File: src/rtl/mont_modexp_ctrl_if.sv
// Request-side bus of the Montgomery modexp sequencer: operands in, busy/done/result out,
// plus the sequencer's FSM state for observation.
interface mont_modexp_ctrl_if #(
    parameter int DW    = 32,
    parameter int EXP_W = 32
);
    logic             start;
    logic [DW-1:0]    base_m;
    logic [EXP_W-1:0] exp;
    logic [DW-1:0]    one_m;
    logic             busy;
    logic             done;
    logic [DW-1:0]    result;
    logic [1:0]       fsm_state;

    modport master (
        output start, base_m, exp, one_m,
        input  busy, done, result, fsm_state
    );

    modport slave (
        input  start, base_m, exp, one_m,
        output busy, done, result, fsm_state
    );
endinterface

File: src/rtl/mont_modexp_ctrl.sv
// Left-to-right square-and-multiply sequencer feeding a fixed-latency Montgomery multiplier.
// Optional leading-zero skipping of the exponent is enabled by defining MONT_MODEXP_LZ_SKIP_EN.
module mont_modexp_ctrl #(
    parameter int DW      = 32,
    parameter int EXP_W   = 32,
    parameter int MUL_LAT = 5
) (
    input  logic                 clk,
    input  logic                 rst,
    mont_modexp_ctrl_if.slave    req,
    output logic [DW-1:0]        mul_a,
    output logic [DW-1:0]        mul_b,
    input  logic [DW-1:0]        mul_res
);
    // Handshake: start is sampled only in IDLE; busy is high from the cycle after an
    // accepted start through the DONE cycle; done is a one-cycle pulse with result valid.
    localparam int CW = $clog2(MUL_LAT + 1);
    localparam int IW = (EXP_W > 1) ? $clog2(EXP_W) : 1;

    typedef enum logic [1:0] {S_IDLE, S_ISSUE, S_WAIT, S_DONE} state_t;
    localparam logic PH_SQR = 1'b0;
    localparam logic PH_MUL = 1'b1;

    state_t           state, state_nx;
    logic             phase, phase_nx;
    logic [CW-1:0]    cnt, cnt_nx;
    logic [IW-1:0]    idx, idx_nx;
    logic [DW-1:0]    acc, acc_nx;
    logic [DW-1:0]    base_r, base_nx;
    logic [EXP_W-1:0] exp_r, exp_nx;
    logic [DW-1:0]    result_r, result_nx;

`ifdef MONT_MODEXP_LZ_SKIP_EN
    function automatic logic [IW-1:0] msb_index(input logic [EXP_W-1:0] e);
        logic [IW-1:0] r;
        r = '0;
        for (int k = 0; k < EXP_W; k++) begin
            if (e[k]) r = IW'(k);
        end
        return r;
    endfunction
`endif

    always_ff @(posedge clk) begin
        if (rst) begin
            state    <= S_IDLE;
            phase    <= PH_SQR;
            cnt      <= '0;
            idx      <= '0;
            acc      <= '0;
            base_r   <= '0;
            exp_r    <= '0;
            result_r <= '0;
        end else begin
            state    <= state_nx;
            phase    <= phase_nx;
            cnt      <= cnt_nx;
            idx      <= idx_nx;
            acc      <= acc_nx;
            base_r   <= base_nx;
            exp_r    <= exp_nx;
            result_r <= result_nx;
        end
    end

    always_comb begin
        state_nx  = state;
        phase_nx  = phase;
        cnt_nx    = cnt;
        idx_nx    = idx;
        acc_nx    = acc;
        base_nx   = base_r;
        exp_nx    = exp_r;
        result_nx = result_r;

        case (state)
            S_IDLE: begin
                if (req.start) begin
                    base_nx  = req.base_m;
                    exp_nx   = req.exp;
                    acc_nx   = req.one_m;
                    phase_nx = PH_SQR;
`ifdef MONT_MODEXP_LZ_SKIP_EN
                    if (req.exp == '0) begin
                        result_nx = req.one_m;
                        state_nx  = S_DONE;
                    end else begin
                        idx_nx   = msb_index(req.exp);
                        state_nx = S_ISSUE;
                    end
`else
                    idx_nx   = IW'(EXP_W - 1);
                    state_nx = S_ISSUE;
`endif
                end
            end
            S_ISSUE: begin
                cnt_nx   = CW'(MUL_LAT - 1);
                state_nx = S_WAIT;
            end
            S_WAIT: begin
                if (cnt == '0) begin
                    // Multiplier output is kept as-is, including the value q.
                    acc_nx = mul_res;
                    if (phase == PH_SQR && exp_r[idx]) begin
                        phase_nx = PH_MUL;
                        state_nx = S_ISSUE;
                    end else if (idx == '0) begin
                        result_nx = mul_res;
                        state_nx  = S_DONE;
                    end else begin
                        idx_nx   = idx - 1'b1;
                        phase_nx = PH_SQR;
                        state_nx = S_ISSUE;
                    end
                end else begin
                    cnt_nx = cnt - 1'b1;
                end
            end
            S_DONE: begin
                state_nx = S_IDLE;
            end
            default: state_nx = S_IDLE;
        endcase
    end

    always_comb begin
        req.busy      = (state != S_IDLE);
        req.done      = (state == S_DONE);
        req.result    = result_r;
        req.fsm_state = state;
        mul_a         = '0;
        mul_b         = '0;
        if (state == S_ISSUE || state == S_WAIT) begin
            mul_a = acc;
            mul_b = (phase == PH_MUL) ? base_r : acc;
        end
    end
endmodule

File: src/flat_wrapper.sv
// flat-port wrapper written by rule: the top's interface ports become plain ports
module mont_modexp_ctrl_flat 
#(
    parameter int DW      = 32,
    parameter int EXP_W   = 32,
    parameter int MUL_LAT = 5
)
  (clk, rst, mul_a, mul_b, mul_res, req_start, req_base_m, req_exp, req_one_m, req_busy, req_done, req_result, req_fsm_state);
  mont_modexp_ctrl_if #(.DW(DW), .EXP_W(EXP_W)) req_i ();
  input  logic clk;
  input  logic rst;
  output logic [DW-1:0] mul_a;
  output logic [DW-1:0] mul_b;
  input  logic [DW-1:0] mul_res;
  input wire logic [$bits(req_i.start)-1:0] req_start;
  input wire logic [$bits(req_i.base_m)-1:0] req_base_m;
  input wire logic [$bits(req_i.exp)-1:0] req_exp;
  input wire logic [$bits(req_i.one_m)-1:0] req_one_m;
  output wire logic [$bits(req_i.busy)-1:0] req_busy;
  output wire logic [$bits(req_i.done)-1:0] req_done;
  output wire logic [$bits(req_i.result)-1:0] req_result;
  output wire logic [$bits(req_i.fsm_state)-1:0] req_fsm_state;
  assign req_i.start = req_start;
  assign req_i.base_m = req_base_m;
  assign req_i.exp = req_exp;
  assign req_i.one_m = req_one_m;
  assign req_busy = req_i.busy;
  assign req_done = req_i.done;
  assign req_result = req_i.result;
  assign req_fsm_state = req_i.fsm_state;
  mont_modexp_ctrl #(.DW(DW), .EXP_W(EXP_W), .MUL_LAT(MUL_LAT)) u_core (.clk(clk), .rst(rst), .req(req_i), .mul_a(mul_a), .mul_b(mul_b), .mul_res(mul_res));
endmodule
File: config.mk
export PLATFORM = sky130hd
export DESIGN_NAME = mont_modexp_ctrl_flat
export DESIGN_NICKNAME = d
export VERILOG_FILES = /design/src/rtl/mont_modexp_ctrl_if.sv /design/src/rtl/mont_modexp_ctrl.sv /design/src/flat_wrapper.sv
export SDC_FILE = /design/constraint.sdc
export NUM_CORES = 1
export LEC_CHECK = 0
export ABC_AREA = 0
export CAP_MARGIN = 15
export CORE_MARGIN = 2
export CORE_UTILIZATION = 29
export DETAILED_ROUTE_END_ITERATION = 10
export MAX_ROUTING_LAYER = met4
export PLACE_DENSITY = 0.6
export SETUP_SLACK_MARGIN = 0.15
export SYNTH_ARGS = -nofsm -noshare
export SYNTH_HDL_FRONTEND = slang
export SYNTH_SLANG_ARGS = --single-unit
File: constraint.sdc
create_clock -name clk -period 3.01 [get_ports clk]
set_input_delay 0.4515 -clock clk [delete_from_list [all_inputs] [get_ports clk]]
set_output_delay 0.4515 -clock clk [all_outputs]
set_load 0.02 [all_outputs]
==> metrics, run 1 <==
Worst path slowest cell clkdlybuf4s50_1; Worst Path Arrival 2.34 ns; critical path required time roughly 2.6 ns; RSZ-0062 raised after global routing true; Setup TNS 0 ns; wire length per cell 16.1 um; worst path cell trace inv_1 -> ha_2 -> buf_12 -> nor2b_1 -> clkdlybuf4s50_1; endpoints failing hold 0; fin crit share between 90% and 100%; Tot GR Track Use 17.4%; flip-flop and latch count after synthesis 139; Clock Pin Slew Worst Setup and Hold Paths 0.06 ns; register area about 2800 um2; final wirelength 20,200 um; Pre-antenna DRT Iters 4; skew final approximately 0.0095 ns; max-slew violations 0; Synth Cell Area 6530 um2; synthesized area per cell between 8 and 9 um2; Final setup viols 0; # clock sinks 139; vias in the first global route 5,975; Seq/Total Area, Yosys 42.6%; initial antenna violation count 0; max_slew headroom between 60% and 70%; Setup crit end kind output port; Longest Clk Path Bufs 2; Non-Filler Instances 1,258; root buf cell clkbuf_16; hold wc startpoint rst; CP startpoint u_core.req.fsm_state[0]; Final Net Count 1,105; fmax 0.358 GHz; grt total ovfl 0; Routed Antenna Nets 0; slowest stage delay, CP 0.63 ns; die height 154 um; Hold WC Path Type in -> reg; DRC 0; Distinct cells, synth 37; worst skew pair latency approximately 0.41 ns; top cells by area, synth dfxtp_1 (43%), mux2i_1 (17%), nand2_1 (7.8%); Post-CTS Hold Buffers 0; first-pass GRT wire length ~32,000 um; max_cap viols 0; Inst Count DP about 1,200; Syn Inst Count 756; startpoint class of the critical path flop; multi-input logic area 3440 um2; diodes inserted 0; syn_nets roughly 900; H-tree Lvls 4; Die Footprint 23,700 um2; FP Rows 54; number of port buffers 230; hpwl dp 14,200 um; most frequent cells in the layout clkdlybuf4s50_1 (180), dfxtp_1 (137), nand2_1 (135); Initial Utilization 29.7%; Starting DRT DRC Count 238; Die W 154 um; ratio of total power to cell area 818 nW/um2; FF-to-FF Start u_core.idx[1]; Buffers & Inverters on Critical Path 3; fin crit period 2.80 ns; Ports between 200 and 250; Via density 4.68; Synth top area share about 43%; delay-heaviest family, CP buffers and inverters; status complete, no violations; largest net degree at the start of global routing 86; post-synth top area cell dfxtp_1; vias 5,888; crit-path max FO 39; Yosys warning count 0; layout cells sized above 1 6.85%; Worst VDD drop 0.422 mV; Pleak 4.11 nW; critical path type reg -> out; final hold slack between 0.3 and 0.4 ns; TritonCTS clock tree done; core area approximately 22,000 um2; Worst Tran Pin Value 0.559 ns; TritonCTS Buffers 17; commonest non-fill, non-tap cell in the layout clkdlybuf4s50_1; Final Wtd Congestion 0.772; Area Overhead vs Synth 50.7%; Filler Cells Inserted 2,151
-- final timing paths --
path / slack, ns / cells after the start / to
worst min register to register: 0.45 / 2 / u_core.exp_r[5]
worst max-delay path: 0.21 / 5 / mul_b[1]
worst max register to register: 0.51 / 9 / u_core.req.result[15]
worst min-delay path: 0.37 / 2 / u_core.base_r[10]
-- sequential cells by signal, indices dropped and copies added, names as in the netlist --
register / cells
u_core.idx: 5
u_core.req.result: 32
u_core.exp_r: 32
u_core.cnt: 3
u_core.base_r: 32
u_core.phase: 1
u_core.acc: 32
u_core.req.fsm_state: 2
-- synthesized netlist by cell type --
| library cell | n |
|---|---|
| a211oi_1 | 34 |
| a211oi_4 | 1 |
| a21boi_0 | 1 |
| a21boi_1 | 1 |
| a21oi_1 | 74 |
| a21oi_2 | 1 |
| a21oi_4 | 1 |
| a221oi_1 | 1 |
| a221oi_2 | 1 |
| a22oi_1 | 8 |
| a311oi_1 | 1 |
| a31oi_1 | 1 |
| a31oi_4 | 1 |
| and2_1 | 35 |
| and2b_4 | 1 |
| and3_4 | 1 |
| buf_1 | 9 |
| buf_12 | 4 |
| buf_2 | 3 |
| buf_6 | 1 |
| clkbuf_1 | 40 |
| dfxtp_1 | 139 |
| ha_1 | 9 |
| inv_1 | 8 |
| inv_2 | 2 |
| mux2i_1 | 113 |
| nand2_1 | 136 |
| nand2_4 | 1 |
| nand2b_1 | 5 |
| nand3_1 | 3 |
| nand4_1 | 4 |
| nor2_1 | 74 |
| nor2b_1 | 32 |
| nor2b_2 | 1 |
| nor3_1 | 5 |
| o21ai_0 | 3 |
| o221ai_1 | 1 |
-- routing by layer --
metal,routed length (um),GRT usage (%)
met3,958,3.35
met1,9090,21.0
met5,0,-
met2,9680,28.8
met4,495,6.81
-- per-stage QoR --
step	worst slack [ns]	total power, mW	cell area [um2]	util, %
2_1_floorplan	0.736	4.58	6530	-
3_3_place_gp	0.461	5.87	9100	41.4
3_5_place_dp	0.448	5.89	9100	41.4
4_1_cts	0.129	8.16	9730	44.3
5_1_grt	0.101	8.54	9840	44.8
6_report	0.215	8.05	9840	44.8
-- final cells by class --
cell class              count  area share, %
multi-input cells         550           35.0
clock inverters            11           1.69
inverters                  10          0.382
repair buffers            247           26.3
flip-flops and latches    139           28.3
clock buffers              21           4.78
well taps                 280           3.56
-- logic make-up after synthesis --
family | synth area share, %
and+or+nand+nor | 20.6
adders and majority gates | 1.72
DFF | 42.6
buffers and inverters | 5.02
muxes | 17.3
AOI/OAI and AO/OA | 12.7
-- power by group --
part,total [mW],internal (mW),leakage (nW),switching [mW]
Sequential,2.50,2.19,1.14,0.302
Combinational,3.29,1.47,2.67,1.82
Clock,2.26,1.45,0.305,0.811
-- repair_timing --
action,CTS,global route
cloned,0,0
setup buffers,0,0
gates resized for setup,12,42
setup endpoints to repair,41,53
No activity file was read; power rests on OpenSTA's default activity.
==> inputs of run 2 (changes only) <==
--- a/config.mk
+++ b/config.mk
@@ -9,6 +9,8 @@
 export CAP_MARGIN = 15
 export CORE_MARGIN = 2
 export CORE_UTILIZATION = 29
+export CTS_CLUSTER_DIAMETER = 200
+export CTS_CLUSTER_SIZE = 14
 export DETAILED_ROUTE_END_ITERATION = 10
 export MAX_ROUTING_LAYER = met4
 export PLACE_DENSITY = 0.6
==> results of run 2 <==
Final layout, timing and power as in run 1 (identical DEF).
